===== src/rtl/score_tracker.sv =====
// Multi-player score tracker: debounced answer key, saturating per-player counters,
// sequential percentage divider, and a six-digit seven-segment view of one player.
module score_tracker #(
    parameter  int NUM_PLAYERS     = 2,
    parameter  int MAX_COUNT       = 99,
    parameter  int DEBOUNCE_CYCLES = 16,
    localparam int PW              = (NUM_PLAYERS > 1) ? $clog2(NUM_PLAYERS) : 1
) (
    input  logic          clk,
    input  logic          reset,
    input  logic          input_key,
    input  logic          exist,
    input  logic [PW-1:0] player_sel,
    input  logic [PW-1:0] view_player,
    input  logic [2:0]    display_state,
    output logic [6:0]    hex5,
    output logic [6:0]    hex4,
    output logic [6:0]    hex3,
    output logic [6:0]    hex2,
    output logic [6:0]    hex1,
    output logic [6:0]    hex0,
    output logic [6:0]    correct,
    output logic [6:0]    incorrect,
    output logic [6:0]    percent,
    output logic          busy,
    output logic          overrun
);
    localparam int          DW   = $clog2(DEBOUNCE_CYCLES);
    localparam logic [PW:0] NP   = (PW + 1)'(NUM_PLAYERS);
    localparam logic [6:0]  MAX7 = 7'(MAX_COUNT);

    typedef enum logic [1:0] {IDLE, CALC, WRITE} state_t;

    state_t                         state;
    logic                           sync1, sync2, filt, filt_d;
    logic [DW-1:0]                  db_cnt;
    logic [NUM_PLAYERS-1:0][6:0]    cor_q, inc_q, pct_q;
    logic                           pend_vld, pend_e;
    logic [PW-1:0]                  pend_p, cur_p;
    logic [13:0]                    dvd_q;
    logic [7:0]                     dvs_q, rem_q;
    logic [6:0]                     quo_q;
    logic [2:0]                     step_q;

    logic          strobe, press, start, st_e;
    logic [PW-1:0] st_p;
    logic [6:0]    c_old, i_old, c_new, i_new;
    logic [8:0]    trial;
    logic          fits;

    assign strobe = filt_d & ~filt;
    assign press  = strobe && ({1'b0, player_sel} < NP);

    // A finishing division hands straight over to the queued press, or to a fresh one.
    always_comb begin
        start = 1'b0;
        st_p  = player_sel;
        st_e  = exist;
        case (state)
            IDLE:  start = press;
            WRITE: begin
                if (pend_vld) begin
                    start = 1'b1;
                    st_p  = pend_p;
                    st_e  = pend_e;
                end else begin
                    start = press;
                end
            end
            default: start = 1'b0;
        endcase
        c_old = cor_q[st_p];
        i_old = inc_q[st_p];
        c_new = (st_e && c_old != MAX7) ? c_old + 7'd1 : c_old;
        i_new = (!st_e && i_old != MAX7) ? i_old + 7'd1 : i_old;
    end

    assign trial = {rem_q, quo_q[6]};
    assign fits  = trial >= {1'b0, dvs_q};

    always_ff @(posedge clk) begin
        if (reset) begin
            sync1    <= 1'b1;
            sync2    <= 1'b1;
            filt     <= 1'b1;
            filt_d   <= 1'b1;
            db_cnt   <= '0;
            state    <= IDLE;
            cor_q    <= '0;
            inc_q    <= '0;
            pct_q    <= '0;
            pend_vld <= 1'b0;
            pend_e   <= 1'b0;
            pend_p   <= '0;
            cur_p    <= '0;
            dvd_q    <= '0;
            dvs_q    <= '0;
            rem_q    <= '0;
            quo_q    <= '0;
            step_q   <= '0;
            busy     <= 1'b0;
            overrun  <= 1'b0;
        end else begin
            sync1  <= input_key;
            sync2  <= sync1;
            filt_d <= filt;
            if (sync2 != filt) begin
                if (db_cnt == DW'(DEBOUNCE_CYCLES - 1)) begin
                    filt   <= sync2;
                    db_cnt <= '0;
                end else begin
                    db_cnt <= db_cnt + 1'b1;
                end
            end else begin
                db_cnt <= '0;
            end

            case (state)
                CALC: begin
                    // Step 0 aligns the remainder; steps 1..7 each yield one quotient bit.
                    if (step_q == 3'd0) begin
                        rem_q <= {1'b0, dvd_q[13:7]};
                        quo_q <= dvd_q[6:0];
                    end else begin
                        rem_q <= fits ? 8'(trial - {1'b0, dvs_q}) : trial[7:0];
                        quo_q <= {quo_q[5:0], fits};
                    end
                    step_q <= step_q + 3'd1;
                    if (step_q == 3'd7) state <= WRITE;
                    if (press) begin
                        if (!pend_vld) begin
                            pend_vld <= 1'b1;
                            pend_p   <= player_sel;
                            pend_e   <= exist;
                        end else begin
                            overrun <= 1'b1;
                        end
                    end
                end
                WRITE: begin
                    pct_q[cur_p] <= quo_q;
                    state        <= IDLE;
                    busy         <= 1'b0;
                    if (pend_vld) begin
                        pend_vld <= 1'b0;
                        if (press) overrun <= 1'b1;
                    end
                end
                default: ;
            endcase

            if (start) begin
                cor_q[st_p] <= c_new;
                inc_q[st_p] <= i_new;
                dvd_q       <= 14'(c_new) * 14'd100;
                dvs_q       <= 8'(c_new) + 8'(i_new);
                cur_p       <= st_p;
                step_q      <= 3'd0;
                state       <= CALC;
                busy        <= 1'b1;
            end
        end
    end

    logic view_ok;
    assign view_ok   = {1'b0, view_player} < NP;
    assign correct   = view_ok ? cor_q[view_player] : 7'd0;
    assign incorrect = view_ok ? inc_q[view_player] : 7'd0;
    assign percent   = view_ok ? pct_q[view_player] : 7'd0;

    // Digit codes above 9 (the "10" tens of 100 %) fall through to blank.
    function automatic logic [6:0] seg7(input logic [3:0] d);
        case (d)
            4'd0:    seg7 = 7'b1000000;
            4'd1:    seg7 = 7'b1111001;
            4'd2:    seg7 = 7'b0100100;
            4'd3:    seg7 = 7'b0110000;
            4'd4:    seg7 = 7'b0011001;
            4'd5:    seg7 = 7'b0010010;
            4'd6:    seg7 = 7'b0000010;
            4'd7:    seg7 = 7'b1111000;
            4'd8:    seg7 = 7'b0000000;
            4'd9:    seg7 = 7'b0010000;
            default: seg7 = 7'b1111111;
        endcase
    endfunction

    logic blank;
    assign blank = display_state != 3'd0;
    assign hex5  = blank ? 7'h7f : seg7(4'(correct / 7'd10));
    assign hex4  = blank ? 7'h7f : seg7(4'(correct % 7'd10));
    assign hex3  = blank ? 7'h7f : seg7(4'(incorrect / 7'd10));
    assign hex2  = blank ? 7'h7f : seg7(4'(incorrect % 7'd10));
    assign hex1  = blank ? 7'h7f : seg7(4'(percent / 7'd10));
    assign hex0  = blank ? 7'h7f : seg7(4'(percent % 7'd10));
endmodule


===== config.mk =====
export PLATFORM = sky130hd
export DESIGN_NAME = score_tracker
export DESIGN_NICKNAME = d
export VERILOG_FILES = /design/src/rtl/score_tracker.sv
export SDC_FILE = /design/constraint.sdc
export NUM_CORES = 1
export LEC_CHECK = 0
export ABC_AREA = 1
export BUFFER_PORTS_ARGS = -buffer_cell sky130_fd_sc_hd__buf_2
export CORE_MARGIN = 1
export CORE_UTILIZATION = 40
export CTS_CLUSTER_SIZE = 10
export DETAILED_ROUTE_END_ITERATION = 8
export PLACE_DENSITY = 0.56
export SYNTH_ARGS = -nofsm -noshare
export SYNTH_HDL_FRONTEND = slang
export SYNTH_SLANG_ARGS = --single-unit

===== constraint.sdc =====
create_clock -name clk -period 4.6 [get_ports clk]
set_clock_uncertainty 0.2 [all_clocks]
set_input_delay 0.23 -clock clk [delete_from_list [all_inputs] [get_ports clk]]
set_output_delay 0.23 -clock clk [all_outputs]
set_load 0.05 [all_outputs]

==> results.tsv <==
metric	value	unit
syn_area	7780	um2
grt_max_degree	45	
max_freq	220	MHz
die_w	141	um
criticalPathCategory	reg -> reg	
dr_total_vias	7206	
worstMarginPinSlew	809	ps
clock_power_share	40.2	%
period_needed	4540	ps
synth_edf_count	0	
finalInstanceArea	9100	um2
synthCells	1145	
cts_tree	built	
portBuffers	73	
hold_path_depth	1	
gp_congestion	0.811	
hp-start	sync1$_SDFF_PP1_	
ys_seq_area_share	24.7	%
worst_slack	60.5	ps
synth_area_per_cell	6.80	um2
reg2reg_setup_slack	60	ps
die_h	141	um
crit-reg2reg-capture	dvd_q[13]$_SDFFE_PP0P_	
min_path_type	reg -> reg	
comb_power_share	15.7	%
crit_buf_inv	8	
core_area	18900	um2
cellPowerDensity	207	nW/um2
ys.flop_type	dfxtp_1	
r2r-start	state[1]$_SDFFE_PP0P_	
p_seq_share	44.1	%
dieArea	20000	um2
cts.path.max_buffers	2	
cellLeakagePower	4.33	nW
yosysWarnings	0	
start_util	41.2	%
dr.pass1.iters	5	
ys_async_sr_fraction	0	%
slowest_stage	fa_1	
via_per_inst	4.78	
hold_violations	0	
grt_pass1_wl	30.8	mm
routed_wirelength	18.2	mm
grt-ovfl-total	0	
crit_path_end_kind	register	
cts_root_buf	clkbuf_16	
crit_path_max_fanout	5	
synth_nets	1238	
rsz0062_at_grt	yes	
layout.nets	1334	
max_cap_violations	0	
p_sw	0.575	mW
ios	74	
cp.arrival	4590	ps
crit_family	adder cells	
required	4650	ps
grt_usage	18.8	%
drc_errors	0	
status	complete, no violations	
clk_pin_slew	70	ps
power.share.switching	30.5	%
peakVddDrop	138	uV
drt-wirelength-per-cell	12.1	um
fp-row-count	50	
internal_power	1.31	mW
antenna_left	0	
cts-htree-levels	3	
cts_buffers	9	
place_area	8600	um2
fin_crit_sh	98.7	%
setup.worst_path.start_class	register	
yosysUniqueCellTypes	49	
crit_path_max_incr_delay	510	ps
r2r_cells	31	
ys_ff_latch	96	
drtIter0Drc	307	
place_ws	-47.1	ps
slew_violations	0	
antenna_found_initial	0	
grt_pass1_vias	6460	
clk_latency	360	ps
cts.sinks	96	
relSlewSlack	46.1	%
final_layout_size_suffix_gt1_share	20.9	%
layout-area-overhead-vs-synth	16.9	%
finalSetupViolCount	0	
insertedDiodeCount	0	
hpwlAfterDp	14.1	mm
holdPathEnd	sync2$_SDFF_PP1_	
[worst register-to-register path: cells and delay by family, from the launching register on]
kind | cells | cell delay [ps]
AOI/OAI and AO/OA | 6 | 750
xor gates and xnor gates | 1 | 210
adders and majority gates | 5 | 1480
buffers and inverters | 8 | 460
DFF | 1 | 330
and+or+nand+nor | 11 | 1000
[per-stage QoR]
stage               hold WS (ps)  setup TNS, ps  total power, mW  instances  util (%)
finish                       213              0             1.89       1506      48.2
global route                 234           -529             1.97       1506      48.2
CTS                          218              0             1.90       1501      47.2
detailed placement           197          -47.1             1.14       1482      45.5
global placement             200              0             1.14       1482      45.5
floorplan                    134          -94.9             1.08       1145         -
[flip-flops by register name (all words and copies together) (netlist names), 2 cells and up]
name and count:
pct_q 14, state 2, quo_q 7, dvs_q 8, db_cnt 4, rem_q 8, cor_q 14, dvd_q 12
inc_q 14, step_q 3
[metal layers]
layer	vias up	wire length, um	part of all wire, %	GRT usage [%]
li1	3911	-	-	-
met1	3189	9200	51	25.3
met2	92	8320	46	31.8
met3	14	517	2.8	2.36
met4	0	178	0.98	4.64
met5	-	0	0	0
[how the worst max path moves through the flow]
stage,end,startpoint,cells after the start
after CTS,dvd_q[13]$_SDFFE_PP0P_,state[1]$_SDFFE_PP0P_,32
after global routing,dvd_q[13]$_SDFFE_PP0P_,state[1]$_SDFFE_PP0P_,31
after floorplan,dvd_q[13]$_SDFFE_PP0P_,state[1]$_SDFFE_PP0P_,35
after global placement,dvd_q[13]$_SDFFE_PP0P_,state[1]$_SDFFE_PP0P_,34
after detailed placement,dvd_q[13]$_SDFFE_PP0P_,state[1]$_SDFFE_PP0P_,34
final,dvd_q[13]$_SDFFE_PP0P_,state[1]$_SDFFE_PP0P_,31
[placed cells by master (no fill, tap or decap), types with 15 or more instances in the layout]
master / instances
nand2_1: 251
inv_1: 156
dfxtp_1: 95
nand3_1: 87
ha_1: 78
buf_2: 73
o21ai_0: 72
nor2_1: 71
a21oi_1: 68
buf_4: 36
nand2_2: 29
inv_2: 25
nand2_4: 21
o21ai_1: 16
xor2_1: 16
nand3_2: 15
o211ai_1: 15
[layout make-up]
type | count | area, um2
clock inverters | 6 | 55.1
repair buffers | 112 | 666
well taps | 260 | 325
clock buffers | 10 | 239
multi-input cells | 838 | 5200
fillers | 2010 | 9790
flip-flops and latches | 96 | 1920
inverters | 184 | 691
[repair_timing]
| item | CTS | global route |
|---|---|---|
| buffers inserted | 0 | 3 |
| pin swaps | 0 | 19 |
| gates cloned | 0 | 2 |
| endpoints found under the setup margin | 1 | 5 |
| hold endpoints to repair | 3 | 0 |
| hold buffers | 3 | 0 |
| gates resized for setup | 1 | 32 |
[logic make-up after synthesis]
kind of cell	Yosys count	synth area share [%]
flip-flops	96	24.7
buffers and inverters	213	10.9
adder cells (fa/ha/maj)	84	13.9
XOR/XNOR	23	2.59
AO/OA/AOI/OAI	222	16.6
AND/OR/NAND/NOR	507	31.3
[synth_stat cells, types with 14 or more instances]
cell	number	share of area, %
nand2_1	255	12
o21ai_1	14	0.90
nand2_4	16	2.3
inv_1	160	7.7
ha_1	80	13
nand2_2	29	2.3
nor2_1	75	3.6
clkbuf_1	21	1.0
nand3_1	88	5.7
nand3_2	15	1.9
a21oi_1	70	4.5
dfxtp_1	96	25
o21ai_0	77	5.0
xor2_1	18	2.0
o211ai_1	15	1.4
inv_2	21	1.0
[power by group through the flow]
| stage | logic (mW) | clock network (mW) | registers (mW) |
|---|---|---|---|
| 4_1_cts | 0.293 | 0.775 | 0.832 |
| 5_1_grt | 0.331 | 0.805 | 0.832 |
| 2_1_floorplan | 0.227 | 0 | 0.851 |
| 6_report | 0.297 | 0.759 | 0.832 |
| 3_3_place_gp | 0.289 | 0 | 0.851 |
| 3_5_place_dp | 0.290 | 0 | 0.851 |
No activity file was read; power rests on OpenSTA's default activity.
